==> src/rtl/gameport_adc.sv <==
// PC game port (0x201) emulation: scans a 4-channel MCP3204-style SPI ADC and
// converts the latest per-axis codes into the classic one-shot busy bits.
module gameport_adc #(
    parameter int US_DIV  = 50,
    parameter int SPI_DIV = 25,
    parameter int BASE_US = 24
) (
    input  logic        clk,
    input  logic        rst_n,
    input  logic        cs,
    input  logic        write,
    output logic [7:0]  readdata,
    output logic        joy_clk,
    output logic        joy_cs_n,
    output logic        joy_din,
    input  logic        joy_dout,
    input  logic [3:0]  joy_b,
    output logic [47:0] axis_data
);

    localparam int US_W  = (US_DIV > 1) ? $clog2(US_DIV) : 1;
    localparam int SPI_W = $clog2(2 * SPI_DIV);

    typedef enum logic {GAP, SHIFT} spi_state_t;

    spi_state_t       state_reg;
    logic [SPI_W-1:0] div_reg;
    logic [4:0]       bit_reg;
    logic [1:0]       ch_reg;
    logic [23:0]      tx_reg;
    logic [11:0]      rx_reg;
    logic [11:0]      axis_reg [4];
    logic [23:0]      cmd_word;

    logic [3:0]       sync1_reg;
    logic [3:0]       sync2_reg;
    logic [3:0]       busy_reg;
    logic [10:0]      timer_reg [4];
    logic [US_W-1:0]  us_reg;

    // Start bit, single-ended mode, D2=0, then channel select D1:D0.
    assign cmd_word = {8'b0000_0110, ch_reg, 14'b0};
    assign readdata = {sync2_reg, busy_reg};

    generate
        for (genvar gi = 0; gi < 4; gi++) begin : g_axis
            assign axis_data[gi*12 +: 12] = axis_reg[gi];
        end
    endgenerate

    always_ff @(posedge clk or negedge rst_n) begin
        if (!rst_n) begin
            state_reg <= GAP;
            div_reg   <= '0;
            bit_reg   <= '0;
            ch_reg    <= '0;
            tx_reg    <= '0;
            rx_reg    <= '0;
            joy_clk   <= 1'b0;
            joy_cs_n  <= 1'b1;
            joy_din   <= 1'b0;
            for (int i = 0; i < 4; i++) begin
                axis_reg[i] <= 12'h800;
            end
        end else begin
            case (state_reg)
                GAP: begin
                    if (div_reg == SPI_W'(2 * SPI_DIV - 1)) begin
                        state_reg <= SHIFT;
                        div_reg   <= '0;
                        bit_reg   <= '0;
                        joy_cs_n  <= 1'b0;
                        joy_din   <= cmd_word[23];
                        tx_reg    <= {cmd_word[22:0], 1'b0};
                    end else begin
                        div_reg <= div_reg + SPI_W'(1);
                    end
                end
                SHIFT: begin
                    if (div_reg == SPI_W'(SPI_DIV - 1)) begin
                        div_reg <= '0;
                        if (!joy_clk) begin
                            joy_clk <= 1'b1;
                            rx_reg  <= {rx_reg[10:0], joy_dout};
                        end else begin
                            joy_clk <= 1'b0;
                            if (bit_reg == 5'd23) begin
                                joy_cs_n         <= 1'b1;
                                axis_reg[ch_reg] <= rx_reg;
                                ch_reg           <= ch_reg + 2'd1;
                                state_reg        <= GAP;
                            end else begin
                                bit_reg <= bit_reg + 5'd1;
                                joy_din <= tx_reg[23];
                                tx_reg  <= {tx_reg[22:0], 1'b0};
                            end
                        end
                    end else begin
                        div_reg <= div_reg + SPI_W'(1);
                    end
                end
                default: state_reg <= GAP;
            endcase
        end
    end

    always_ff @(posedge clk or negedge rst_n) begin
        if (!rst_n) begin
            sync1_reg <= 4'hF;
            sync2_reg <= 4'hF;
        end else begin
            sync1_reg <= joy_b;
            sync2_reg <= sync1_reg;
        end
    end

    // A write always wins over a same-cycle tick, so a retrigger restarts cleanly.
    always_ff @(posedge clk or negedge rst_n) begin
        if (!rst_n) begin
            busy_reg <= '0;
            us_reg   <= '0;
            for (int i = 0; i < 4; i++) begin
                timer_reg[i] <= '0;
            end
        end else if (cs && write) begin
            busy_reg <= 4'hF;
            us_reg   <= '0;
            for (int i = 0; i < 4; i++) begin
                timer_reg[i] <= 11'(BASE_US) + {1'b0, axis_reg[i][11:2]};
            end
        end else if (us_reg == US_W'(US_DIV - 1)) begin
            us_reg <= '0;
            for (int i = 0; i < 4; i++) begin
                if (timer_reg[i] != 11'd0) begin
                    timer_reg[i] <= timer_reg[i] - 11'd1;
                    if (timer_reg[i] == 11'd1) begin
                        busy_reg[i] <= 1'b0;
                    end
                end
            end
        end else begin
            us_reg <= us_reg + US_W'(1);
        end
    end

endmodule

==> config.mk <==
export PLATFORM = sky130hd
export DESIGN_NAME = gameport_adc
export DESIGN_NICKNAME = d
export VERILOG_FILES = /design/src/rtl/gameport_adc.sv
export SDC_FILE = /design/constraint.sdc
export NUM_CORES = 1
export LEC_CHECK = 0
export ABC_AREA = 1
export BUFFER_PORTS_ARGS = -buffer_cell sky130_fd_sc_hd__buf_2
export CORE_ASPECT_RATIO = 0.5
export CORE_MARGIN = 8
export CORE_UTILIZATION = 45
export DETAILED_ROUTE_END_ITERATION = 16
export GPL_TIMING_DRIVEN = 0
export PLACE_DENSITY_LB_ADDON = 0.3
export REMOVE_ABC_BUFFERS = 1
export SYNTH_ARGS = -nofsm -noshare
export SYNTH_HDL_FRONTEND = slang
export SYNTH_SLANG_ARGS = --single-unit
==> constraint.sdc <==
create_clock -name clk -period 3.15 [get_ports clk]
set_input_delay 0.4725 -clock clk [delete_from_list [all_inputs] [get_ports clk]]
set_output_delay 0.4725 -clock clk [all_outputs]
set_load 0.1 [all_outputs]
==> results.md <==
STA:
- Setup repair after global routing left no endpoint under its margin.
- Clock skew on the completed layout was measured at 0.0112 ns.
- The final setup violation count is 0.
- Of the available clock period, the critical path in the final layout requires approximately nine tenths.
- The max-slew violation count is 0.
- Subtracting the final worst setup slack from the clock period gives around 2.8 ns.
- In the post-route analysis, the smallest setup slack over all paths is 0.304 ns.
- The slew of the pin with the lowest slew margin is 1.21 ns.
- The number of hold violations in the final report is 0.
- The timing-limited maximum frequency is approximately 350 MHz.
- Headroom to the max-slew limit came out at 18.8%.

Floorplanning:
- The total area inside the core boundary comes to 17,400 um^2.
- The number of top-level pins is 68.
- Once the floorplan was initialized, standard cells occupied 46.1% of the core.
- The die is between 200 and 250 um wide.
- The y dimension of the die is 110 um.
- The floorplan step defined a die boundary enclosing around 23,000 um^2.
- After floorplanning, the core was divided into 34 placement rows.

Routing:
- The number of nets with antenna violations after detailed routing is 0.
- After detailed routing, the number of vias per cell comes to 5.06.
- The sum of routed wire length over all layers is 19,100 um.
- The first routing iteration left 498 violations.
- The pre-antenna-repair detailed-routing pass consisted of 5 iterations.
- The routed via count is 6,978.
- Dividing the detail-routed wire length by the instance count gives between 10 and 15 um.
- In the routed design, unresolved DRC markers number 0.

CTS:
- For this design, the CTS-stage hold fixing added 0 buffers.
- CTS built an H-tree with a depth of 4.
- The number of buffers added by the clock tree synthesis step is 17.
- The clock latency on the worst-skew pair is about 0.42 ns.
- The number of gates resized after CTS is 0.
- The clock root buffer is sky130_fd_sc_hd__clkbuf_16.
- The clock-pin slew on the worst setup and hold paths is 0.06 ns.
- TritonCTS built the clock tree.
- The largest buffer count on any clock path is 2.
- In this run the post-CTS setup repair buffer count came out at 0.
- The CTS sink count is 148.

Placement:
- Buffers placed on the I/O ports in this run total 67.
- OpenSTA, run right after detailed placement, puts the worst setup slack at -0.116 ns.
- Detailed placement finished with a half-perimeter wire length of 13,100 um.
- The congestion estimate from routability-driven global placement came to 0.905.
- After detailed placement, the design holds a cell count of ~1,300.

Run status:
- The run finished with clean final reports.

Power and ir drop:
- In this run the power density over the cells is 676 nW/um^2.
- The worst supply voltage drop on vdd is 0.000392 V.
- In this run the static leakage power is 0.00486 uW.

Layout:
- The net count reported at finish is between 1,000 and 1,500.
- The library cell used most frequently in the layout, excluding fill and tap cells, is sky130_fd_sc_hd__nand2_1.
- The repair_antennas step left the layout with diodes totalling 0.
- The post-layout instance count excluding filler cells is 1,379.
- The post-synthesis to final-layout area growth is 13.3%.
- The flip-flop count of the largest register, all copies and words added is 48.
- The fraction of layout cells with a size suffix above 1 is 12.8%.
- Counting the fill cells in the layout gives 1,669.
- The library cells used most frequently in the layout, excluding fill and tap cells, are sky130_fd_sc_hd__nand2_1, sky130_fd_sc_hd__dfrtp_1, sky130_fd_sc_hd__inv_1, sky130_fd_sc_hd__nor2_1, sky130_fd_sc_hd__nand3_1.

Global routing:
- The total overflow reported by the global router is 0.
- The via count of the first global-routing pass is 6,533.
- The largest net degree at the start of global routing is 80.
- The number of antenna violations at the first check in global routing is 0.
- The overall track demand over capacity in global routing is 17.0%.
- The wire length of the first global-routing pass is 32,000 um.

Critical path:
- The critical path arrival is around 3.2 ns.
- The origin of the worst setup path is cs.
- Counting cells, the worst reg-to-reg path comes to 7.
- The category of the worst setup path capture point is a flip-flop.
- The capturing point of the worst reg2reg path is rx_reg[2]$_DFFE_PN0P_.
- Along the worst path, the maximum fanout reaches 63.
- The number of buffers and inverters on the critical path is 3.
- The delay of the slowest cell on the worst path is 0.97 ns.
- The kind of cell with the highest combined delay on the critical path is buffers and inverters.
- The worst register-to-register path begins at div_reg[0]$_DFF_PN0_.
- In this run the worst setup path terminates at timer_reg[41]$_DFFE_PN0P_.
- The critical path startpoint category is a primary input.
- For flop-to-flop paths, the worst setup slack is 0.86 ns.
- The data required time at the worst endpoint is 3.46 ns.
- The type of the worst setup path is primary input to flip-flop.
- The signal on the critical path passes through buf_2 > nand2_2 > inv_2 > nor2_1 > nand2_1 > nand2_2 > inv_1 > nand2_1 > nand2_1 > nand2_1.
- The slowest stage of the critical path belongs to the cell sky130_fd_sc_hd__inv_2.
- The critical path crosses 10 cells after its start point.
- The most numerous cell type found on the critical path is sky130_fd_sc_hd__nand2_1.

Worst hold path:
- The path class of the tightest hold or removal check is primary input to async pin.

Logic synthesis:
- Sorting the synthesized cells by area gives the leading types as sky130_fd_sc_hd__dfrtp_1, sky130_fd_sc_hd__nand2_1, sky130_fd_sc_hd__nand3_1.
- The post-synthesis instance area is ~8000 um^2.
- The number of different library cells used by synthesis comes to 36.
- The synthesized design contains 148 register bits.
- Synthesis handed over a netlist of 1,074 instances.
- Each instance of the synthesized netlist takes up on average between 7 and 8 um^2.
- The part of the Yosys area used for sequential elements is 46.4%.
- The top cell type's share of synthesized area is 42.1%.
- The largest area contributor in the synthesized netlist is sky130_fd_sc_hd__dfrtp_1.
- The Yosys step of the flow raised 0 warnings.

Run:
- The number of max-cap violations is 0.
## where the power goes
group / switching, uW / internal (uW) / leakage, uW
clock network: 824 / 1310 / 0.000304
logic: 1090 / 531 / 0.00262
registers: 222 / 2160 / 0.00193
## cell usage after synthesis (all sizes together)
master	n
nand2	435
dfrtp	135
inv	101
nor2	98
nand3	89
o21ai	82
ha	25
buf	19
nand4	14
nor3	14
dfstp	13
a21oi	12
clkbuf	10
or2	7
xor2	7
nand3b	5
o21a	2
a31oi	1
clkinv	1
o211ai	1
o21bai	1
o22ai	1
xnor2	1
## worst min path at each step
| stage | slack (ns) | cells past startpoint | endpoint | from |
|---|---|---|---|---|
| 2_1_floorplan | 0.18 | 0 | axis_data[0]$_DFFE_PN0P_ | rst_n |
| 3_3_place_gp | 0.35 | 0 | sync2_reg[3]$_DFF_PN1_ | sync1_reg[3]$_DFF_PN1_ |
| 3_5_place_dp | 0.35 | 0 | sync2_reg[1]$_DFF_PN1_ | sync1_reg[1]$_DFF_PN1_ |
| 4_1_cts | 0.12 | 1 | div_reg[0]$_DFF_PN0_ | rst_n |
| 5_1_grt | 0.13 | 1 | sync1_reg[1]$_DFF_PN1_ | joy_b[1] |
| 6_report | 0.09 | 1 | div_reg[0]$_DFF_PN0_ | rst_n |
## logic make-up (layout without fill, tap and decap cells)
group,Yosys count,count (layout),share of synthesized area (%)
AOI/OAI and AO/OA,100,100,6.39
xor gates and xnor gates,8,8,0.873
adders and majority gates,25,25,3.90
buffers and inverters,131,202,7.38
DFF,148,148,46.4
and+or+nand+nor,662,662,35.1
## metal layers
metal	track usage (%)	part of all wire [%]	vias up	routed length [um]
met2	27.0	46	147	8740
met3	3.24	3.9	17	744
met1	23.4	49	3321	9420
met5	0	0	-	0
met4	4.82	1.2	0	229
li1	-	-	3493	-
## stage by stage
stage	hold slack, ns	util (%)	cell area [um^2]	power, uW	TNS [ns]
final	0.0866	52.3	9090	6150	0
after floorplan	0.177	-	7810	3650	0
after detailed placement	0.348	48.7	8480	4020	-0.372
after global placement	0.347	48.5	8440	3970	-84.92
after global routing	0.133	52.3	9090	6570	0
after CTS	0.123	52.3	9090	6170	0
## cell type report
cell class | instances | area, um^2 | area share [%]
Sequential cell | 148 | 3720 | 40.9
Multi-Input combinational cell | 795 | 3710 | 40.8
Clock buffer | 21 | 470 | 5.17
Inverter | 102 | 383 | 4.21
Timing Repair Buffer | 68 | 369 | 4.06
Tap cell | 234 | 293 | 3.22
Clock inverter | 11 | 148 | 1.62
Power figures use the tool's default switching activity.
